[src/rtl/wb_rr_arbiter.sv]
// ---------------------------------------------------------------------------
// wb_rr_arbiter
//
// Round-robin arbiter that shares one Wishbone slave (the configuration /
// register bus of the queueing system) between NUM_MASTERS Wishbone masters.
// Ownership is granted for a whole bus cycle: from the owner's cyc rising
// until it drops. While a master owns the bus, its request is muxed to the
// slave and the slave ack is routed back to it. A watchdog terminates slave
// cycles that never ack and returns a one-cycle error pulse to the owner.
//
// Ports
//   clk_i, rst_i    clock, asynchronous active-high reset
//   m_wb_cyc_i      per-master cycle request
//   m_wb_we_i       per-master write enable
//   m_wb_stb_i      per-master byte strobes, master k at slice k
//   m_wb_addr_i     per-master address, master k at slice k
//   m_wb_data_i     per-master write data, master k at slice k
//   m_wb_data_o     slave read data, broadcast to every master
//   m_wb_ack_o      ack, only the owner's bit can be set
//   m_wb_err_o      timeout error pulse, only the owner's bit can be set
//   s_wb_*_o        request towards the slave (owner's slices while owning)
//   s_wb_data_i     slave read data
//   s_wb_ack_i      slave ack
//   grant_o         one-hot registered grant, 0 when idle
//   busy_o          high while the arbiter is not idle
// ---------------------------------------------------------------------------
module wb_rr_arbiter #(
    parameter int NUM_MASTERS    = 2,
    parameter int DATA_WIDTH     = 32,
    parameter int ADDR_WIDTH     = 32,
    parameter int TIMEOUT_CYCLES = 255
) (
    input  logic                                  clk_i,
    input  logic                                  rst_i,
    input  logic [NUM_MASTERS-1:0]                m_wb_cyc_i,
    input  logic [NUM_MASTERS-1:0]                m_wb_we_i,
    input  logic [NUM_MASTERS*(DATA_WIDTH/8)-1:0] m_wb_stb_i,
    input  logic [NUM_MASTERS*ADDR_WIDTH-1:0]     m_wb_addr_i,
    input  logic [NUM_MASTERS*DATA_WIDTH-1:0]     m_wb_data_i,
    output logic [DATA_WIDTH-1:0]                 m_wb_data_o,
    output logic [NUM_MASTERS-1:0]                m_wb_ack_o,
    output logic [NUM_MASTERS-1:0]                m_wb_err_o,
    output logic                                  s_wb_cyc_o,
    output logic                                  s_wb_we_o,
    output logic [DATA_WIDTH/8-1:0]               s_wb_stb_o,
    output logic [ADDR_WIDTH-1:0]                 s_wb_addr_o,
    output logic [DATA_WIDTH-1:0]                 s_wb_data_o,
    input  logic [DATA_WIDTH-1:0]                 s_wb_data_i,
    input  logic                                  s_wb_ack_i,
    output logic [NUM_MASTERS-1:0]                grant_o,
    output logic                                  busy_o
);

    localparam int SW      = DATA_WIDTH / 8;
    localparam int IW      = (NUM_MASTERS > 1) ? $clog2(NUM_MASTERS) : 1;
    localparam int TO_LAST = (TIMEOUT_CYCLES > 0) ? TIMEOUT_CYCLES - 1 : 0;
    localparam int WW      = (TO_LAST > 0) ? $clog2(TO_LAST + 1) : 1;

    localparam logic [IW-1:0] LAST_RST  = IW'(NUM_MASTERS - 1);
    localparam logic [WW-1:0] WDOG_LAST = WW'(TO_LAST);

    typedef enum logic [1:0] {
        IDLE = 2'd0,
        OWN  = 2'd1,
        ERR  = 2'd2
    } state_t;

    state_t                 state_q, state_d;
    logic [NUM_MASTERS-1:0] grant_q, grant_d;
    // Index of the most recent owner; while OWN/ERR it is the current owner.
    logic [IW-1:0]          last_q, last_d;
    logic [WW-1:0]          wdog_q, wdog_d;

    // Per-master request slices unpacked into arrays so the owner mux is a
    // plain array read indexed by the owner pointer.
    logic [SW-1:0]         stb_arr  [NUM_MASTERS];
    logic [ADDR_WIDTH-1:0] addr_arr [NUM_MASTERS];
    logic [DATA_WIDTH-1:0] data_arr [NUM_MASTERS];

    generate
        for (genvar gi = 0; gi < NUM_MASTERS; gi++) begin : g_unpack
            assign stb_arr[gi]  = m_wb_stb_i[gi*SW +: SW];
            assign addr_arr[gi] = m_wb_addr_i[gi*ADDR_WIDTH +: ADDR_WIDTH];
            assign data_arr[gi] = m_wb_data_i[gi*DATA_WIDTH +: DATA_WIDTH];
        end
    endgenerate

    // Round-robin pick: masters above the last owner are searched first,
    // then those at or below it, giving the order last+1, last+2, ... mod N.
    logic          pick_found;
    logic [IW-1:0] pick_idx;

    always_comb begin
        pick_found = 1'b0;
        pick_idx   = '0;
        for (int i = 0; i < NUM_MASTERS; i++) begin
            if (!pick_found && m_wb_cyc_i[i] && (i > int'(last_q))) begin
                pick_found = 1'b1;
                pick_idx   = IW'(i);
            end
        end
        for (int i = 0; i < NUM_MASTERS; i++) begin
            if (!pick_found && m_wb_cyc_i[i] && (i <= int'(last_q))) begin
                pick_found = 1'b1;
                pick_idx   = IW'(i);
            end
        end
    end

    // The owner's cyc, selected through the one-hot grant.
    logic owner_cyc;
    assign owner_cyc = |(grant_q & m_wb_cyc_i);

    always_comb begin
        state_d = state_q;
        grant_d = grant_q;
        last_d  = last_q;
        wdog_d  = wdog_q;
        case (state_q)
            IDLE: begin
                wdog_d = '0;
                if (pick_found) begin
                    state_d           = OWN;
                    grant_d           = '0;
                    grant_d[pick_idx] = 1'b1;
                    last_d            = pick_idx;
                end
            end
            OWN: begin
                if (!owner_cyc) begin
                    // Owner released the bus; this takes precedence over a
                    // pending timeout because the slave cycle already ended.
                    state_d = IDLE;
                    grant_d = '0;
                    wdog_d  = '0;
                end else if (s_wb_ack_i) begin
                    // An ack on the final watchdog cycle still wins.
                    wdog_d = '0;
                end else if (TIMEOUT_CYCLES > 0) begin
                    if (wdog_q == WDOG_LAST) begin
                        state_d = ERR;
                        wdog_d  = '0;
                    end else begin
                        wdog_d = wdog_q + WW'(1);
                    end
                end
            end
            ERR: begin
                state_d = IDLE;
                grant_d = '0;
            end
            default: begin
                state_d = IDLE;
                grant_d = '0;
                wdog_d  = '0;
            end
        endcase
    end

    always_ff @(posedge clk_i or posedge rst_i) begin
        if (rst_i) begin
            state_q <= IDLE;
            grant_q <= '0;
            last_q  <= LAST_RST;
            wdog_q  <= '0;
        end else begin
            state_q <= state_d;
            grant_q <= grant_d;
            last_q  <= last_d;
            wdog_q  <= wdog_d;
        end
    end

    // Slave side: driven only while owning, so everything is 0 in IDLE, ERR
    // and (because the state resets asynchronously) immediately on reset.
    // s_wb_cyc_o follows the owner's cyc combinationally so a release is
    // seen by the slave in the same cycle.
    logic own_active;
    assign own_active = (state_q == OWN);

    assign s_wb_cyc_o  = own_active & owner_cyc;
    assign s_wb_we_o   = own_active & |(grant_q & m_wb_we_i);
    assign s_wb_stb_o  = own_active ? stb_arr[last_q]  : '0;
    assign s_wb_addr_o = own_active ? addr_arr[last_q] : '0;
    assign s_wb_data_o = own_active ? data_arr[last_q] : '0;

    // Acks arriving after the owner dropped cyc are discarded.
    assign m_wb_ack_o  = own_active ? (grant_q & m_wb_cyc_i & {NUM_MASTERS{s_wb_ack_i}}) : '0;
    assign m_wb_err_o  = (state_q == ERR) ? grant_q : '0;
    assign m_wb_data_o = s_wb_data_i;

    assign grant_o = grant_q;
    assign busy_o  = (state_q != IDLE);

endmodule

[config.mk]
export PLATFORM = sky130hd
export DESIGN_NAME = wb_rr_arbiter
export DESIGN_NICKNAME = d
export VERILOG_FILES = /design/src/rtl/wb_rr_arbiter.sv
export SDC_FILE = /design/constraint.sdc
export NUM_CORES = 1
export LEC_CHECK = 0
export ABC_AREA = 1
export ABC_CLOCK_PERIOD_IN_PS = 1650
export CORE_AREA = 5 5 107 109
export CTS_CLUSTER_DIAMETER = 200
export DETAILED_ROUTE_END_ITERATION = 12
export DIE_AREA = 0 0 112 114
export DONT_BUFFER_PORTS = 1
export SYNTH_ARGS = -nofsm -noshare
export SYNTH_HDL_FRONTEND = slang
export SYNTH_SLANG_ARGS = --single-unit
[constraint.sdc]
create_clock -name clk_i -period 1.65 [get_ports clk_i]
set_clock_uncertainty 0.15 [all_clocks]
set_input_delay 0.4125 -clock clk_i [delete_from_list [all_inputs] [get_ports clk_i]]
set_output_delay 0.4125 -clock clk_i [all_outputs]
set_load 0.05 [all_outputs]
---- Yosys cells after proc, flatten, opt, wreduce, memory -nomap -nowiden ----
Cells that the tools add are included.
word-level totals
  bits in registers ....................... 13
  input port bits ......................... 175
  output and inout bits ................... 109
  word-level logic and storage cells ...... 70
cells by class
  $add $sub $neg .......................... 1
  order comparisons ....................... 5
  equal/unequal tests ..................... 7
  muxes and demuxes ....................... 33
  bitwise logic cells ..................... 6
  reductions and logical operators ........ 14
operator list
  cell                                                                           count
  32-bit two-way mux                                                             8
  8-bit two-way mux                                                              3
  2-bit two-way mux                                                              8
  4-bit two-way mux                                                              4
  8-bit case mux with 2 select lines                                             1
  8-bit by 1-bit adder with 8-bit output (second input constant)                 1
  8-bit == test (second input constant)                                          1
  2-bit case mux with 2 select lines                                             2
  2-bit AND                                                                      3
  1-bit two-way mux                                                              6
  1-bit logical AND                                                              5
  2-bit inequality test (second input constant)                                  2
  2-bit AND reduction                                                            2
  2-bit OR reduction                                                             2
  3-bit by 2-bit inequality test with 1-bit output (second input constant)       1
  3-bit inequality test (second input constant)                                  1
  3-bit AND reduction                                                            1
  1-bit AND                                                                      2
  2-bit by 1-bit == test with 1-bit output (second input constant)               1
  2-bit == test (second input constant)                                          1
  2-bit greater-or-equal comparator (second input constant)                      1
  1-bit logical NOT                                                              2
  2-bit logical NOT                                                              1
  1-bit by 2-bit less-than comparator with 1-bit output (second input constant)  1
  6 further kinds                                                                6

---- Depth between registers and ports, before layout ----
Gate-level depths: netlist of run 1.
  depth in word-level cells ............... 16
  gate-level depth with buffers ........... 9

---- Worst setup path after synthesis of run 1 ----
OpenSTA, ideal clock, no wires.
  path kind ............................... register to output
  start ................................... reg grant_q[0] (netlist: grant_o[0])
  end ..................................... out m_wb_ack_o[0]
  data arrival time ....................... 1.956 ns
  required time ........................... 1.087 ns
  slack ................................... -0.869 ns
  stages on the path, launching flop included .. 3
  path buffers ............................ 0
  cell sequence ........................... dfrtp_1 nand2_1 nor3_1
between the ends
  cells in the longest elaborated chain, start to end .. 3
RTL lines
  element                 RTL line  RTL
  start, declared         69        logic [NUM_MASTERS-1:0] grant_q, grant_d;
  start signal, assigned  168       grant_q <= grant_d;
  2-bit AND (2 in a row)  188       assign m_wb_ack_o = own_active ? (grant_q & m_wb_cyc_i & {NUM_MASTERS{s_wb_ack_i}}) : '0;
  2-bit two-way mux       188
  end, declared           41        output logic [NUM_MASTERS-1:0] m_wb_ack_o,
Every way passes these cells.

---- Final worst setup path of run 1 ----
  start ................................... reg last_q
  end ..................................... out s_wb_addr_o[21]
between the ends
  cells in the longest elaborated chain, start to end .. 5
RTL lines
  element                                                 RTL line  RTL
  start, declared                                         71        logic [IW-1:0] last_q, last_d;
  start signal, assigned                                  169       last_q <= last_d;
  1-bit inverter with 2-bit output (not written as such)  184       assign s_wb_addr_o = own_active ? addr_arr[last_q] : '0;
  32-bit two-way mux (not written as such) (3 in a row)   184
  32-bit two-way mux                                      184
  end, declared                                           46        output logic [ADDR_WIDTH-1:0] s_wb_addr_o,
Every way passes these cells. The select of a mux whose other input is x is not followed.

==> results.md, run 1 <==
* Status: finished with violations
* Failing checks: negative setup slack
* EDFF count, synth at 0
* Most instantiated library cell after synthesis: nand2_1
* CTS root buffer: clkbuf_8
* Worst-skew pair later-pin latency at 0.25 ns
* Sw Ratio at 54.98%
* Synth Area in Compound Gates at 20.18%
* Worst R2R Path Depth at 10
* Global route overflow at 0
* Initial DRT Pass Iterations at 4
* Port Buf Inserts at 0
* Clock-pin slew on the worst setup and hold paths at 0.06 ns
* Final design utilization at 46.93%
* Max H-tree Level at 1
* Yosys warns at 0
* WP data arrival at 1.55 ns
* CTS tree: done
* Unrepaired setup endpoints after global routing: true
* Share of cells above drive strength 1 at 63.90%
* RePlAce Congestion at 0.8115
* Synth Area in XOR/XNOR at 1.372%
* Vias in the first global route at 2655
* Total of max-cap violations at 0
* DP Area at 0.004398 mm²
* Initial DRC count at 79
* Via count at 2600
* Area share of fa/ha/maj cells after synthesis at 1.306%
* Combinational power share at 93.3%
* Die Y at 114 µm
* Vias per cell at 4.635
* Total routed wirelength at 9628 µm
* Total GRT Usage at 13.57%
* Number of synthesized register bits at 13
* Synth Flop Type: dfrtp_1
* Fin crit share at 128.2%
* Detail Placement HPWL at 7484 µm
* Hold crit path type: in2reg
* Initial core utilization at 18.23%
* Sequential Power Share at 4.1%
* Syn avg cell area at 5.321 µm²
* Final setup violation count at 75
* Top cell type's share of synthesized area at 32.14%
* Layout Nets at 599
* Antenna violations before repair at 0
* Fill count at 972
* Clock power frac at 2.6%
* CP max FO at 7
* Min Tclk post-route at 2.116 ns
* Fraction of registers with async set/reset at 100.0%
* Ports at 284
* CTS buffer count at 3
* Final Power at 0.01180 W
* Post-route antenna net violation count at 0
* Hold_ws at 0.2401 ns
* Maximum number of pins on one net before global-route repair at 46
* Cell count after synthesis at 360
* Synth Area in Simple Gates at 39.58%
* Dominant cell type by area after synthesis: nand2_1
* Post-Layout Cell Count at 561
* Fin. Hold Viols at 0
* Main combinational cell family by area after synthesis: simple AND/OR/NAND/NOR gates
* Proportion of synthesized area in mux cells at 0%
* Post-Place Cells at 538
* Clock buffer depth at 2
* Pwr dens at 2393 mW/mm²
* Post-synthesis sequential area ratio at 17.05%
* Max-Slew Margin vs Limit at 65.86%
* Critical path class: reg2out
* Core ar. at 0.01051 mm²
* Synthesis-to-finish area growth at 157.4%
* Crit end category: output port
* # rows at 38
* Clock Sinks at 13
* Post-route cell area at 0.004931 mm²
* Fmax at 472.6 MHz
* Diodes inserted at 0
* Net switching power figure at 0.006489 W
* Worst-margin pin slew at 0.5116 ns
* First-pass GRT wire length at 14290 µm
* Internal at 0.005313 W
* Hold Crit Depth at 3
* WP data required at 1.09 ns
* Post-Syn Nets at 537
* DRC viols at 0
* Post-synth top cells: nand2_1 (164), a21oi_1 (70), buf_4 (33)
* Unique masters post-synth at 22
* Die area at 0.01277 mm²
* Final worst-path setup slack at -0.4658 ns
* Synth Cell Area at 0.001916 mm²
* Dominant cells by area after synthesis: nand2_1 (32%), a21oi_1 (18%), dfrtp_1 (16%)
* Startpoint types: flop
* Maximum vdd drop at 0.001423 V
* Leakage power total at 1.888 nW
* Die width at 112 µm
* Final Max Slew Viols at 0
* WL/cell at 17.16 µm
[power by group through the flow]
stage	registers (W)	logic [W]	clock network, W
floorplan	0.000536	0.00639	0
global placement	0.000486	0.0100	0
detailed placement	0.000489	0.0102	0
CTS	0.000479	0.0107	0.000308
global route	0.000493	0.0115	0.000324
finish	0.000483	0.0110	0.000304
[worst max-delay path: stages (launching register included)]
cell and delay (ns):
dfstp_2 0.57, buf_12 0.15, clkbuf_16 0.18, nand2_1 0.09, a21oi_4 0.15, buf_12 0.15
[sequential cells by signal, indices dropped and copies added (netlist names)]
name     cells
grant_o      2
last_q       1
state_q      2
wdog_q       8
[cells by family (layout without fill, tap and decap cells)]
logic type | Yosys count | in the layout
AOI/OAI and AO/OA | 76 | 76
xor gates and xnor gates | 3 | 3
adders and majority gates | 2 | 2
buffers and inverters | 70 | 131
DFF | 13 | 13
and+or+nand+nor | 196 | 196
[stage by stage]
| stage | setup WS [ns] | TNS, ns |
|---|---|---|
| global route | -0.5077 | -35.28 |
| CTS | -0.4659 | -30.59 |
| detailed placement | -0.2392 | -10.84 |
| floorplan | -0.1800 | -8.718 |
| global placement | -0.2155 | -9.767 |
| finish | -0.4658 | -30.73 |
[what timing repair did]
| action | 4_1_cts | 5_1_grt |
|---|---|---|
| hold buffers | 1 | 0 |
| gates resized for setup | 23 | 64 |
| hold endpoints to repair | 12 | 0 |
| setup endpoints to repair | 75 | 83 |
| pin swaps | 6 | 15 |
| cloned | 3 | 2 |
| setup buffers | 11 | 9 |
[placed cells by master, fill, tap and decap left out, drive strengths merged, types with 4 or more instances in the layout]
| cell | synthesis | layout |
|---|---|---|
| a21oi | 71 | 71 |
| buf | 44 | 108 |
| clkbuf | 10 | 6 |
| dfrtp | 12 | 12 |
| inv | 16 | 16 |
| nand2 | 165 | 165 |
| nand3 | 8 | 8 |
| nor2 | 18 | 18 |
| o21ai | 4 | 4 |
[per-layer routing]
layer / global-route usage, % / wire [µm] / vias to the layer above
li1: - / - / 1229
met1: 14.79 / 3310 / 1235
met2: 25.66 / 5414 / 121
met3: 4.191 / 785 / 15
met4: 3.205 / 117 / 0
met5: 0 / 0 / -
[area by class of cell]
type,count,area [µm²],share of cell area (%)
Multi-Input combinational cell,277,2332,47.30
Timing Repair Buffer,111,1983,40.22
Sequential cell,13,330.3,6.699
Tap cell,140,175.2,3.552
Inverter,16,65.06,1.319
Clock buffer,4,45.04,0.9135
[worst paths after layout]
path                          startpoint  slack [ns]              end
setup reg to reg              state_q[1]        0.02        wdog_q[5]
setup / recovery                  last_q       -0.47  s_wb_addr_o[21]
hold reg to reg                wdog_q[1]        0.40        wdog_q[1]
max in group asynchronous          rst_i        0.50       grant_o[0]
hold / removal             m_wb_cyc_i[0]        0.24       grant_o[1]
min in group asynchronous          rst_i        0.48       state_q[1]
Note: power is estimated with default switching activity, not from simulation.
==> run 2, diff against run 1 <==
PLACE_DENSITY_LB_ADDON = 0.15   (was unset)
==> results.md, run 2 (same netlist as run 1, synthesis figures left out) <==
* Final Max Slew Viols at 0 (unchanged)
* Fin. Hold Viols at 0 (unchanged)
* Clock buffer depth at 2 (unchanged)
* Vias per cell at 4.674 (+0.86%)
* Crit end category: output port
* Maximum number of pins on one net before global-route repair at 37 (-20%)
* Startpoint types: flop
* Initial DRT Pass Iterations at 4 (unchanged)
* Fill count at 969 (-0.31%)
* Place WS at -0.2594 ns (-0.02019 ns)
* Largest stage delay on the critical path at 0.58 ns (about the same)
* Max H-tree Level at 1 (unchanged)
* Most frequent cells in the layout: buf_12 (82), nand2_1 (80), nand2_2 (71)
* Biggest register: wdog_q
* Ports at 284 (unchanged)
* RePlAce Congestion at 0.8099 (-0.20%)
* Min Tclk post-route at 2.117 ns (+0.0009770 ns)
* Worst-skew pair later-pin latency at 0.25 ns (about the same)
* Share of cells above drive strength 1 at 68.47% (+4.6 points)
* WP data arrival at 1.55 ns (about the same)
* Total of max-cap violations at 0 (unchanged)
* DRC viols at 0 (unchanged)
* Die width at 112 µm (unchanged)
* Total GRT Usage at 15.46% (+1.9 points)
* WL/cell at 20.05 µm (+17%)
* Final design utilization at 47.79% (+0.86 points)
* Failing checks: negative setup slack
* Post-route antenna net violation count at 0 (unchanged)
* Detail Placement HPWL at 8651 µm (+16%)
* Antenna violations before repair at 0 (unchanged)
* Worst-margin pin slew at 0.5122 ns (+0.0006402 ns)
* Die area at 0.01277 mm² (unchanged)
* Unrepaired setup endpoints after global routing: true
* Cell family with most CP delay: flip-flops
* Most common cell after layout, fill and taps aside: buf_12
* Synthesis-to-finish area growth at 162.1%
* Core ar. at 0.01051 mm² (unchanged)
* Die Y at 114 µm (unchanged)
* Leakage power total at 1.894 nW (+0.36%)
* Total routed wirelength at 11330 µm (+18%)
* First-pass GRT wire length at 15790 µm (+10%)
* Layout Nets at 603 (+0.67%)
* Clock Sinks at 13 (unchanged)
* Slowest-stage cell, CP: dfstp_2
* Fmax at 472.4 MHz (about the same)
* Critical path class: reg2out
* Final worst-path setup slack at -0.4668 ns (-0.0009770 ns)
* Global route overflow at 0 (unchanged)
* Critical path buffer and inverter count at 4 (+1)
* WP data required at 1.09 ns (about the same)
* CP max FO at 17 (+10)
* Max-Slew Margin vs Limit at 65.81% (about the same)
* Status: finished with violations
* Clock-pin slew on the worst setup and hold paths at 0.06 ns (about the same)
* # rows at 38 (unchanged)
* Multi-input combinational cell area at 0.002340 mm² (+0.32%)
* Max reg flops at 8 (unchanged)
* Register area at 330.3 µm² (unchanged)
* CTS buffer count at 3 (unchanged)
* Hold crit path type: in2reg
* Worst-path cell chain: buf_4 -> inv_8 -> buf_12 -> nand2_1 -> a21oi_4 -> buf_12
* Initial DRC count at 78 (-1.3%)
* Initial core utilization at 18.23% (unchanged)
* Vias in the first global route at 2633 (-0.83%)
* Crit-path most repeated cell: buf_12
* Port Buf Inserts at 0 (unchanged)
* Diodes inserted at 0 (unchanged)
* Fin crit share at 128.3% (about the same)
* Hold_ws at 0.2689 ns (+0.02877 ns)
* CTS tree: done
* CTS root buffer: clkbuf_8
* Pwr dens at 2424 mW/mm² (+1.3%)
* Via count at 2641 (+1.6%)
* Final setup violation count at 75 (unchanged)
* Maximum vdd drop at 0.001214 V (-15%)
[run 2: worst register-to-register path: stages (launching register included)]
cell and delay [ns]:
dfstp_2 0.58, buf_4 0.16, buf_4 0.15, a21boi_0 0.10, or2_0 0.21, o21ai_1 0.13
[run 2: worst paths after layout]
check | start | endpoint | slack, ns | cells past startpoint
worst min register to register | wdog_q[4] | wdog_q[4] | 0.39 | 2
max in group asynchronous | rst_i | state_q[0] | 0.49 | 2
worst max-delay path | last_q | s_wb_data_o[1] | -0.47 | 6
worst min-delay path | m_wb_cyc_i[0] | grant_o[1] | 0.27 | 3
worst max register to register | last_q | grant_o[0] | 0.09 | 5
min in group asynchronous | rst_i | wdog_q[1] | 0.48 | 2
[run 2: area by class of cell]
type	instances	share of cell area, %
clock inverters	1	0.09968
flip-flops and latches	13	6.579
well taps	140	3.489
clock buffers	3	0.8223
multi-input cells	277	46.60
inverters	16	1.445
repair buffers	115	40.97
[run 2: timing repair]
item,CTS,global route
resized for setup,27,72
setup endpoints to repair,80,83
buffers inserted,9,7
hold endpoints to repair,12,0
pin swaps,6,8
hold buffers,1,0
cloned,2,6
[run 2: report_power, final]
part	total, W	switching [W]	internal [W]
logic	0.0114	0.00647	0.00492
clock network	0.000295	0.000127	0.000167
registers	0.000482	0.0000867	0.000395
total	0.0122	0.00669	0.00548
[run 2: metrics by stage]
stage	TNS, ns	cells	total power [W]	cell area (µm²)
floorplan	-8.718	360	0.006923	2948
global placement	-12.45	541	0.01066	4408
detailed placement	-14.11	541	0.01073	4408
CTS	-31.28	557	0.01154	4677
global route	-34.87	565	0.01266	5021
finish	-31.00	565	0.01217	5021
[run 2: per-layer routing]
metal	share of wire (%)	wire length (µm)	global-route usage, %	vias to the layer above
met1	36	4133	17.73	1274
met2	55	6258	29.54	125
met4	0.36	41	1.683	0
met5	0	0	0	-
li1	-	-	-	1234
met3	7.9	895	4.244	8
==> run 3, diff against run 2 <==
CAP_MARGIN = 20   (was unset)
==> results of run 3 <==
Final layout, timing and power as in run 2 (identical DEF).
